<file path="config.mk">
export PLATFORM = sky130hd
export DESIGN_NAME = pipe_stage_hs
export DESIGN_NICKNAME = d
export VERILOG_FILES = /design/src/rtl/pipe_pkg.sv /design/src/rtl/pipe_slot.sv /design/src/rtl/pipe_stage_hs.sv
export SDC_FILE = /design/constraint.sdc
export NUM_CORES = 1
export LEC_CHECK = 0
export ABC_CLOCK_PERIOD_IN_PS = 2000
export CAP_MARGIN = 20
export CORE_UTILIZATION = 35
export DETAILED_ROUTE_END_ITERATION = 16
export PLACE_DENSITY = 0.69
export SYNTH_ARGS = -nofsm -noshare
export SYNTH_HDL_FRONTEND = slang
export SYNTH_HIERARCHICAL = 1
export SYNTH_SLANG_ARGS = --single-unit
</file>
<file path="constraint.sdc">
create_clock -name clk -period 2 [get_ports clk]
set_input_delay 0.4 -clock clk [delete_from_list [all_inputs] [get_ports clk]]
set_output_delay 0.4 -clock clk [all_outputs]
set_load 0.02 [all_outputs]
</file>
<file path="src/rtl/pipe_pkg.sv">
`default_nettype none
// ============================================================================
// Module      : pipe_pkg
// Description : Shared state encoding, default widths and occupancy decode
//               for the handshaked pipeline-stage register.
// Revision    : 1.0 - initial release
// ============================================================================
package pipe_pkg;

  // Default widths of the stage payload, control field and stall counter
  localparam int unsigned DEF_DATA_W = 32;
  localparam int unsigned DEF_CTRL_W = 4;
  localparam int unsigned DEF_CNT_W  = 16;

  // Storage state: nothing held, main slot only, main plus skid slot
  typedef enum logic [1:0] {
    ST_EMPTY = 2'd0,
    ST_FULL  = 2'd1,
    ST_SKID  = 2'd2
  } state_e;

  // Number of entries held in a given state
  function automatic logic [1:0] occ_of(input state_e s);
    case (s)
      ST_FULL: occ_of = 2'd1;
      ST_SKID: occ_of = 2'd2;
      default: occ_of = 2'd0;
    endcase
  endfunction

endpackage
`default_nettype wire

</file>
<file path="src/rtl/pipe_slot.sv">
`default_nettype none
// ============================================================================
// Module      : pipe_slot
// Description : One ctrl+data entry register with load enable and a
//               ctrl-only clear used to turn the entry into a bubble.
// Revision    : 1.0 - initial release
// ============================================================================
module pipe_slot #(
  parameter int unsigned CTRL_W = 4,
  parameter int unsigned DATA_W = 32
) (
  input  logic              clk,
  input  logic              reset,
  input  logic              load_i,
  input  logic              clr_ctrl_i,
  input  logic [CTRL_W-1:0] ctrl_i,
  input  logic [DATA_W-1:0] data_i,
  output logic [CTRL_W-1:0] ctrl_o,
  output logic [DATA_W-1:0] data_o
);

  logic [CTRL_W-1:0] ctrl_q;
  logic [DATA_W-1:0] data_q;

  // Clearing wins over loading; payload is left untouched by a clear
  always_ff @(posedge clk or posedge reset) begin
    if (reset) begin
      ctrl_q <= '0;
      data_q <= '0;
    end else if (clr_ctrl_i) begin
      ctrl_q <= '0;
    end else if (load_i) begin
      ctrl_q <= ctrl_i;
      data_q <= data_i;
    end
  end

  assign ctrl_o = ctrl_q;
  assign data_o = data_q;

endmodule
`default_nettype wire

</file>
<file path="src/rtl/pipe_stage_hs.sv">
`default_nettype none
// ============================================================================
// Module      : pipe_stage_hs
// Description : Valid/ready pipeline-stage register with a one-entry skid
//               buffer, synchronous flush and saturating stall counter.
//               in_ready depends on registered state only.
// Revision    : 1.0 - initial release
// ============================================================================
module pipe_stage_hs
  import pipe_pkg::*;
#(
  parameter int unsigned DATA_W = DEF_DATA_W,
  parameter int unsigned CTRL_W = DEF_CTRL_W,
  parameter int unsigned CNT_W  = DEF_CNT_W
) (
  input  logic              clk,
  input  logic              reset,
  input  logic              flush,
  input  logic              in_valid,
  output logic              in_ready,
  input  logic [CTRL_W-1:0] in_ctrl,
  input  logic [DATA_W-1:0] in_data,
  output logic              out_valid,
  input  logic              out_ready,
  output logic [CTRL_W-1:0] out_ctrl,
  output logic [DATA_W-1:0] out_data,
  output logic [1:0]        occupancy,
  output logic [CNT_W-1:0]  stall_cnt
);

  localparam logic [CNT_W-1:0] C_STALL_MAX = '1;

  state_e            state_q, state_d;
  logic              out_valid_q;
  logic              in_ready_q;
  logic [1:0]        occ_q;
  logic [CNT_W-1:0]  stall_q;

  logic              w_in_fire, w_out_fire;
  logic              w_main_load, w_main_from_skid, w_main_clr;
  logic              w_skid_load, w_skid_clr;
  logic [CTRL_W-1:0] w_main_ctrl_d;
  logic [DATA_W-1:0] w_main_data_d;
  logic [CTRL_W-1:0] w_skid_ctrl;
  logic [DATA_W-1:0] w_skid_data;

  assign w_in_fire  = in_valid & in_ready_q;
  assign w_out_fire = out_valid_q & out_ready;

  // Next-state and slot-control decode; flush overrides every transition
  always_comb begin
    state_d          = state_q;
    w_main_load      = 1'b0;
    w_main_from_skid = 1'b0;
    w_main_clr       = 1'b0;
    w_skid_load      = 1'b0;
    w_skid_clr       = 1'b0;
    if (flush) begin
      state_d    = ST_EMPTY;
      w_main_clr = 1'b1;
      w_skid_clr = 1'b1;
    end else begin
      case (state_q)
        ST_EMPTY: begin
          if (w_in_fire) begin
            state_d     = ST_FULL;
            w_main_load = 1'b1;
          end
        end
        ST_FULL: begin
          case ({w_in_fire, w_out_fire})
            2'b11: w_main_load = 1'b1;
            2'b01: begin
              // Draining to empty: zero ctrl so the output reads as a bubble
              state_d    = ST_EMPTY;
              w_main_clr = 1'b1;
            end
            2'b10: begin
              state_d     = ST_SKID;
              w_skid_load = 1'b1;
            end
            default: ;
          endcase
        end
        ST_SKID: begin
          if (w_out_fire) begin
            state_d          = ST_FULL;
            w_main_load      = 1'b1;
            w_main_from_skid = 1'b1;
          end
        end
        default: state_d = ST_EMPTY;
      endcase
    end
  end

  assign w_main_ctrl_d = w_main_from_skid ? w_skid_ctrl : in_ctrl;
  assign w_main_data_d = w_main_from_skid ? w_skid_data : in_data;

  // State register with handshake outputs registered from the next state
  always_ff @(posedge clk or posedge reset) begin
    if (reset) begin
      state_q     <= ST_EMPTY;
      out_valid_q <= 1'b0;
      in_ready_q  <= 1'b1;
      occ_q       <= 2'd0;
    end else begin
      state_q     <= state_d;
      out_valid_q <= (state_d != ST_EMPTY);
      in_ready_q  <= (state_d != ST_SKID);
      occ_q       <= occ_of(state_d);
    end
  end

  // Saturating count of cycles where downstream back-pressures a valid entry
  always_ff @(posedge clk or posedge reset) begin
    if (reset) begin
      stall_q <= '0;
    end else if (out_valid_q && !out_ready && (stall_q != C_STALL_MAX)) begin
      stall_q <= stall_q + 1'b1;
    end
  end

  pipe_slot #(
    .CTRL_W (CTRL_W),
    .DATA_W (DATA_W)
  ) u_main (
    .clk        (clk),
    .reset      (reset),
    .load_i     (w_main_load),
    .clr_ctrl_i (w_main_clr),
    .ctrl_i     (w_main_ctrl_d),
    .data_i     (w_main_data_d),
    .ctrl_o     (out_ctrl),
    .data_o     (out_data)
  );

  pipe_slot #(
    .CTRL_W (CTRL_W),
    .DATA_W (DATA_W)
  ) u_skid (
    .clk        (clk),
    .reset      (reset),
    .load_i     (w_skid_load),
    .clr_ctrl_i (w_skid_clr),
    .ctrl_i     (in_ctrl),
    .data_i     (in_data),
    .ctrl_o     (w_skid_ctrl),
    .data_o     (w_skid_data)
  );

  assign in_ready  = in_ready_q;
  assign out_valid = out_valid_q;
  assign occupancy = occ_q;
  assign stall_cnt = stall_q;

endmodule
`default_nettype wire

</file>
==> flow_summary.rst, run 1 <==
.. list-table::
   :header-rows: 1

   * - Metric
     - Value
   * - Library cell with the largest summed area after synthesis
     - dfrtp_1
   * - Via Count
     - 2912
   * - Async set-or-reset flop fraction in the synthesized netlist
     - 1.00
   * - RSZ-0062 raised after global routing
     - yes
   * - Average footprint of a synthesized cell
     - 14.9 sq um
   * - Post-route ant nets
     - 0
   * - Top flip-flop cell by instance count after synthesis
     - dfrtp_1
   * - Top cells by instance count after synthesis
     - dfrtp_1 (93), mux2_4 (60), mux2_2 (40), nor2_1 (16), xor2_1 (10)
   * - Core Footprint
     - 12800 sq um
   * - Clock skew after layout
     - 0.00566 ns
   * - Number of violations of the max-capacitance limit
     - 0
   * - Max-slew headroom
     - 0.478
   * - Slew of the pin with the lowest slew margin
     - 0.779 ns
   * - First-pass detailed-route iteration total
     - 4
   * - Yosys synthesis warning count
     - 6
   * - Leakage Power
     - 2.84 nW
   * - Total congestion overflow
     - 0
   * - Design Power
     - 0.00704 W
   * - Area of combinational cells with multiple inputs
     - 2120 sq um
   * - Relative contribution of combinational cells to total power
     - 0.318
   * - H-Tree Level Count
     - 3
   * - Most area-consuming cells after synthesis
     - dfrtp_1 (50%), mux2_4 (19%), mux2_2 (9.7%)
   * - Post-synth top area share
     - 0.500
   * - Area growth from synthesis to layout
     - 40.3%
   * - Clock share of power
     - 0.275
   * - Count of state elements after synthesis
     - 94
   * - Register area share after synthesis
     - 0.506
   * - CTS buffer count
     - 9
   * - Minimum setup slack in the final design
     - 0.0181 ns
   * - Routability congestion estimate from global placement
     - 0.829
   * - DPL Wire Length
     - 6830 microns
   * - Count of nets after finishing
     - 484
   * - Total I/O pin count
     - 97
   * - Peak supply drop
     - 535 uV
   * - Number of global-route vias before repair
     - 3180
   * - Worst slack, placed
     - -0.442 ns
   * - Number of pins with negative max-slew slack in the final report
     - 0
   * - Maximum number of pins on one net before global-route repair
     - 37
   * - Power dissipated by switching net loads
     - 0.00193 W
   * - Clock slew at reported path FFs
     - 0.06 ns
   * - FILL cells
     - 1085
   * - CTS sink count
     - 94
   * - Achievable Freq
     - 0.505 GHz
   * - Total global routing track utilization
     - 0.166
   * - Number of hold-slack violations in the final timing report
     - 0
   * - Internal power contribution
     - 0.00511 W
   * - Antenna violations before repair
     - 0
   * - Number of cell instances on the worst register-to-register path
     - 7
   * - Longest Clk Path Bufs
     - 2
   * - Global-route wire length before repair
     - 16600 microns
   * - Wire length reported by the detailed router
     - 10600 microns
   * - CTS root buf
     - clkbuf_16
   * - Number of standard cells in the final layout excluding fillers
     - 618
   * - Min cycle time layout
     - 1.98 ns
   * - TNS Setup
     - 0 ns
   * - Initial DRC Count
     - 105
   * - Total inserted antenna cells
     - 0
   * - Area used by sequential logic in the layout
     - 2350 sq um
   * - Die footprint
     - 13800 sq um
   * - Distinct cell type count of the synthesized netlist
     - 45
   * - Status
     - finished, final reports clean
   * - Die extent in y
     - 117 microns
   * - Number of synthesized flops with an enable pin
     - 0
   * - Syn_nets
     - 354
   * - Nature of the critical path endpoint
     - register
   * - Highest fanout seen on the critical path
     - 8
   * - Post-Synthesis Cells
     - 312
   * - Number of rows created at floorplan
     - 41
   * - Fraction of power spent switching nets
     - 0.274
   * - Placed cells
     - 591
   * - Port-buffer cells
     - 96
   * - Post-route DRC
     - 0
   * - Area of the mapped netlist
     - 4650 sq um
   * - Number of buffers inserted by hold repair at cts
     - 0
   * - Crit path required time
     - 2.23 ns
   * - Vias per cell
     - 4.71
   * - Most numerous cell in the Yosys netlist
     - dfrtp_1
   * - Share of the clock period used by the worst path after layout
     - 0.991
   * - Worst Setup Start Kind
     - register
   * - Arr. time, crit path
     - 2.21 ns
   * - Kind of path behind the tightest hold check
     - in -> async
   * - Portion of total power attributed to sequential cells
     - 0.406
   * - Worst Path Class, Setup
     - reg -> reg
   * - DR WL/cell
     - 17.1 microns
   * - Starting Density
     - 0.364
   * - Overall die width
     - 117 microns
   * - Ratio of total power to cell area
     - 1080 nW/um^2
   * - Clock latency on the worst-skew pair
     - 0.35 ns
   * - Final setup violation count
     - 0
   * - Worst hold margin
     - 0.447 ns
   * - Fraction of final layout cells sized beyond drive strength 1
     - 0.388
   * - Clock tree from TritonCTS
     - done
sequential cells by signal, summed over array words and instances, names as in the netlist:
name           cells
u_skid/ctrl_o      4
stall_cnt         16
state_q            2
u_skid/data_o     32
u_main/data_o     32
out_valid          1
in_ready           1
u_main/ctrl_o      4
occupancy          2
layout by cell type, fill, tap and decap left out, types with 3 or more instances in the layout:
cell type / synthesis / routed
nand3_2: 3 / 4
nor2b_4: 2 / 3
mux2_2: 40 / 38
mux2_4: 60 / 62
inv_1: 6 / 4
buf_4: 0 / 17
mux2i_1: 9 / 9
buf_16: 0 / 3
nand3_1: 6 / 5
a21oi_1: 5 / 4
bufinv_16: 0 / 3
buf_12: 6 / 9
buf_6: 7 / 6
nor4_1: 3 / 3
dfrtp_1: 93 / 92
xor2_1: 10 / 10
clkdlybuf4s50_1: 0 / 93
and3_1: 3 / 3
nand2_1: 8 / 7
clkbuf_16: 0 / 11
nor2_1: 16 / 16
power groups by stage:
| stage | Combinational (W) | Clock, W | Sequential, W |
|---|---|---|---|
| floorplan | 0.000985 | 0 | 0.00314 |
| global placement | 0.00214 | 0 | 0.00286 |
| detailed placement | 0.00218 | 0 | 0.00286 |
| global route | 0.00238 | 0.00209 | 0.00293 |
| CTS | 0.00224 | 0.00201 | 0.00286 |
| finish | 0.00224 | 0.00194 | 0.00286 |
cell type report:
cell class	instances	share of cell area
Timing Repair Buffer	133	0.225
Clock buffer	11	0.0372
Tap cell	172	0.0330
Sequential cell	94	0.361
Clock inverter	4	0.0146
Inverter	6	0.00345
Multi-Input combinational cell	198	0.326
critical path, cell delays in order (launching register included):
cell and delay [ns]:
dfstp_2 0.55, nand2_2 0.06, or3_4 0.33, a21oi_2 0.14
nor2b_4 0.20, buf_12 0.14, buf_12 0.14, mux2_4 0.30
path summary, 6_finish.rpt:
path / slack (ns) / endpoint / start
setup / recovery: 0.02 / u_main/data_o[11]$_DFFE_PP0P_ / in_ready$_DFF_PP1_
hold / removal: 0.45 / u_skid/data_o[17]$_DFFE_PP0P_ / reset
setup reg to reg: 0.02 / u_main/data_o[11]$_DFFE_PP0P_ / in_ready$_DFF_PP1_
min in group clk: 0.51 / u_skid/data_o[13]$_DFFE_PP0P_ / u_skid/data_o[13]$_DFFE_PP0P_
hold reg to reg: 0.51 / u_skid/data_o[13]$_DFFE_PP0P_ / u_skid/data_o[13]$_DFFE_PP0P_
max in group asynchronous: 1.01 / u_main/ctrl_o[2]$_DFFE_PP0P_ / reset
layer usage:
metal / vias to the layer above / wire, microns / global-route usage
met3: 11 / 454 / 0.0381
met4: 0 / 197 / 0.0802
met1: 1463 / 4900 / 0.214
li1: 1371 / - / -
met2: 67 / 5050 / 0.264
met5: - / 0 / 0
repair_timing:
item,in CTS,in global routing
cloned,3,3
buffers inserted,2,4
endpoints found under the setup margin,64,65
pin swaps,3,3
gates resized for setup,9,12
endpoints found under the hold margin,0,0
stage by stage:
stage	cell area [sq um]	util
floorplan	4660	-
global placement	5910	0.462
detailed placement	5910	0.462
CTS	6380	0.500
global route	6520	0.511
finish	6520	0.511
logic make-up (layout without fill, tap and decap cells):
group | after synthesis | count (layout) | synth area share
AO/OA/AOI/OAI | 17 | 17 | 0.0242
XOR/XNOR | 11 | 11 | 0.0207
adder cells (fa/ha/maj) | 1 | 1 | 0.00269
buffers and inverters | 20 | 154 | 0.0484
flip-flops | 94 | 94 | 0.506
multiplexers | 111 | 111 | 0.315
AND/OR/NAND/NOR | 58 | 58 | 0.0831
Power figures use the tool's default switching activity.
==> inputs of run 2 (changes only) <==
--- a/config.mk
+++ b/config.mk
@@ -9,6 +9,7 @@
 export CAP_MARGIN = 20
 export CORE_UTILIZATION = 35
 export DETAILED_ROUTE_END_ITERATION = 16
+export GPL_TIMING_DRIVEN = 0
 export PLACE_DENSITY = 0.69
 export SYNTH_ARGS = -nofsm -noshare
 export SYNTH_HDL_FRONTEND = slang
==> flow_summary.rst, run 2 (synthesized netlist as in run 1, its figures left out) <==
.. list-table::
   :header-rows: 1

   * - Metric
     - Value
   * - Clock skew after layout
     - 0.00546 ns
   * - Antenna violations before repair
     - 0
   * - Post-route core utilization
     - 0.500
   * - Total congestion overflow
     - 0
   * - Core Footprint
     - 12800 sq um
   * - Ratio of total power to cell area
     - 1070 nW/um^2
   * - Worst slack, placed
     - -0.767 ns
   * - Peak supply drop
     - 610 uV
   * - Number of global-route vias before repair
     - 3041
   * - Min cycle time layout
     - 2.02 ns
   * - Max-slew headroom
     - 0.416
   * - Number of hold-slack violations in the final timing report
     - 0
   * - Die footprint
     - 13800 sq um
   * - Final setup violation count
     - 19
   * - Count of nets after finishing
     - 477
   * - Crit path required time
     - 2.23 ns
   * - Share of the clock period used by the worst path after layout
     - 1.01
   * - Max layer used
     - met4
   * - Nature of the critical path endpoint
     - register
   * - Number of violations of the max-capacitance limit
     - 0
   * - Achievable Freq
     - 0.496 GHz
   * - Number of pins with negative max-slew slack in the final report
     - 0
   * - Wire length reported by the detailed router
     - 10000 microns
   * - Longest Clk Path Bufs
     - 2
   * - Area of combinational cells with multiple inputs
     - 2110 sq um
   * - CTS root buf
     - clkbuf_16
   * - CTS sink count
     - 94
   * - CTS buffer count
     - 9
   * - Worst Path Class, Setup
     - reg -> reg
   * - Vias per cell
     - 4.75
   * - Fraction of final layout cells sized beyond drive strength 1
     - 0.389
   * - H-Tree Level Count
     - 3
   * - Die extent in y
     - 117 microns
   * - Arr. time, crit path
     - 2.25 ns
   * - Initial DRC Count
     - 89
   * - Total I/O pin count
     - 97
   * - Number of buffers inserted by hold repair at cts
     - 0
   * - Starting Density
     - 0.364
   * - Area growth from synthesis to layout
     - 37.4%
   * - Area used by sequential logic in the layout
     - 2360 sq um
   * - Post-route ant nets
     - 0
   * - Met1 WL
     - 4670 microns
   * - Routability congestion estimate from global placement
     - 0.737
   * - Clock tree from TritonCTS
     - done
   * - Wire length on met3
     - 493 microns
   * - Port-buffer cells
     - 96
   * - Slew of the pin with the lowest slew margin
     - 0.875 ns
   * - RSZ-0062 raised after global routing
     - yes
   * - Via Count
     - 2907
   * - Clock slew at reported path FFs
     - 0.07 ns
   * - Commonest non-fill, non-tap cell in the layout
     - clkdlybuf4s50_1
   * - Leakage Power
     - 2.77 nW
   * - Total global routing track utilization
     - 0.154
   * - Kind of path behind the tightest hold check
     - in -> reg
   * - First-pass detailed-route iteration total
     - 4
   * - Overall die width
     - 117 microns
   * - TNS Setup
     - -0.121 ns
   * - Metal2 WL
     - 4730 microns
   * - DR WL/cell
     - 16.4 microns
   * - Clock latency on the worst-skew pair
     - 0.34 ns
   * - Worst Setup Start Kind
     - register
   * - Status
     - finished with violations
   * - Failing checks
     - setup timing
   * - FILL cells
     - 1114
   * - Total inserted antenna cells
     - 0
   * - Most used cells in the layout excluding fill and tap cells
     - clkdlybuf4s50_1 (92), dfrtp_1 (91), mux2_4 (61)
   * - Global-route wire length before repair
     - 15800 microns
   * - DPL Wire Length
     - 6460 microns
   * - Maximum number of pins on one net before global-route repair
     - 37
   * - Design Power
     - 0.00683 W
   * - Minimum setup slack in the final design
     - -0.0159 ns
   * - Setup slack on the worst flop-to-flop path
     - -0.02 ns
   * - Number of rows created at floorplan
     - 41
   * - Post-route DRC
     - 0
   * - Highest fanout seen on the critical path
     - 5
## run 2: changes by cell type in the layout (fill, tap and decap cells not counted), sizes merged
| cell | before | now |
|---|---|---|
| buf | 35 | 26 |
| inv | 4 | 8 |
| clkbuf | 13 | 16 |
| bufinv | 3 | 1 |
| clkinv | 3 | 1 |
| clkdlybuf4s50 | 93 | 92 |
| clkinvlp | 0 | 1 |
| dlygate4sd2 | 2 | 3 |
| dlymetal6s2s | 1 | 0 |
## run 2: timing repair
| item | 4_1_cts | 5_1_grt |
|---|---|---|
| buffers inserted | 6 | 7 |
| gates resized for setup | 12 | 10 |
| pin swaps | 2 | 4 |
| setup endpoints to repair | 64 | 64 |
| cloned | 1 | 3 |
## run 2: power by group
part / internal, W / switching [W]
combinational: 0.00136 / 0.000848
sequential: 0.00247 / 0.000362
clock: 0.00105 / 0.000742
## run 2: metal layers
layer / global-route usage / vias up
met5: 0 / -
met4: 0.0447 / 0
met3: 0.0541 / 10
met2: 0.243 / 78
met1: 0.199 / 1461
li1: - / 1358
## run 2: metrics by stage
step / area, sq um / hold slack [ns] / instances
finish: 6390 / 0.428 / 612
global route: 6390 / 0.450 / 612
floorplan: 4660 / 0.388 / 312
detailed placement: 5830 / 0.489 / 580
global placement: 5830 / 0.486 / 580
CTS: 6240 / 0.508 / 603
## run 2: critical path, cell delays in order (launching register included)
cell,delay (ns)
dfstp_2,0.54
nand2_2,0.05
or3_4,0.38
a21oi_4,0.14
nor2b_4,0.17
buf_8,0.16
buf_6,0.11
buf_6,0.08
mux2_4,0.28
## run 2: final timing paths
| check | endpoint | startpoint | depth (start not counted) |
|---|---|---|---|
| max in group asynchronous | state_q[1]$_DFF_PP0_ | reset | 2 |
| max | u_main/data_o[10]$_DFFE_PP0P_ | in_ready$_DFF_PP1_ | 8 |
| min | occupancy[1]$_DFF_PP0_ | out_ready | 2 |
| min in group asynchronous | u_skid/ctrl_o[2]$_DFFE_PP0P_ | reset | 2 |
| min reg2reg | u_skid/data_o[9]$_DFFE_PP0P_ | u_skid/data_o[9]$_DFFE_PP0P_ | 1 |
| max reg2reg | u_main/data_o[10]$_DFFE_PP0P_ | in_ready$_DFF_PP1_ | 8 |
## run 2: cell type report
| type | count | area share |
|---|---|---|
| inverter | 6 | 0.00353 |
| multi-input combinational | 198 | 0.330 |
| sequential | 94 | 0.369 |
| buffer | 13 | 0.0325 |
| clock buffer | 11 | 0.0396 |
| timing repair buffer | 113 | 0.182 |
| clock inverter | 5 | 0.00999 |
| tap | 172 | 0.0337 |
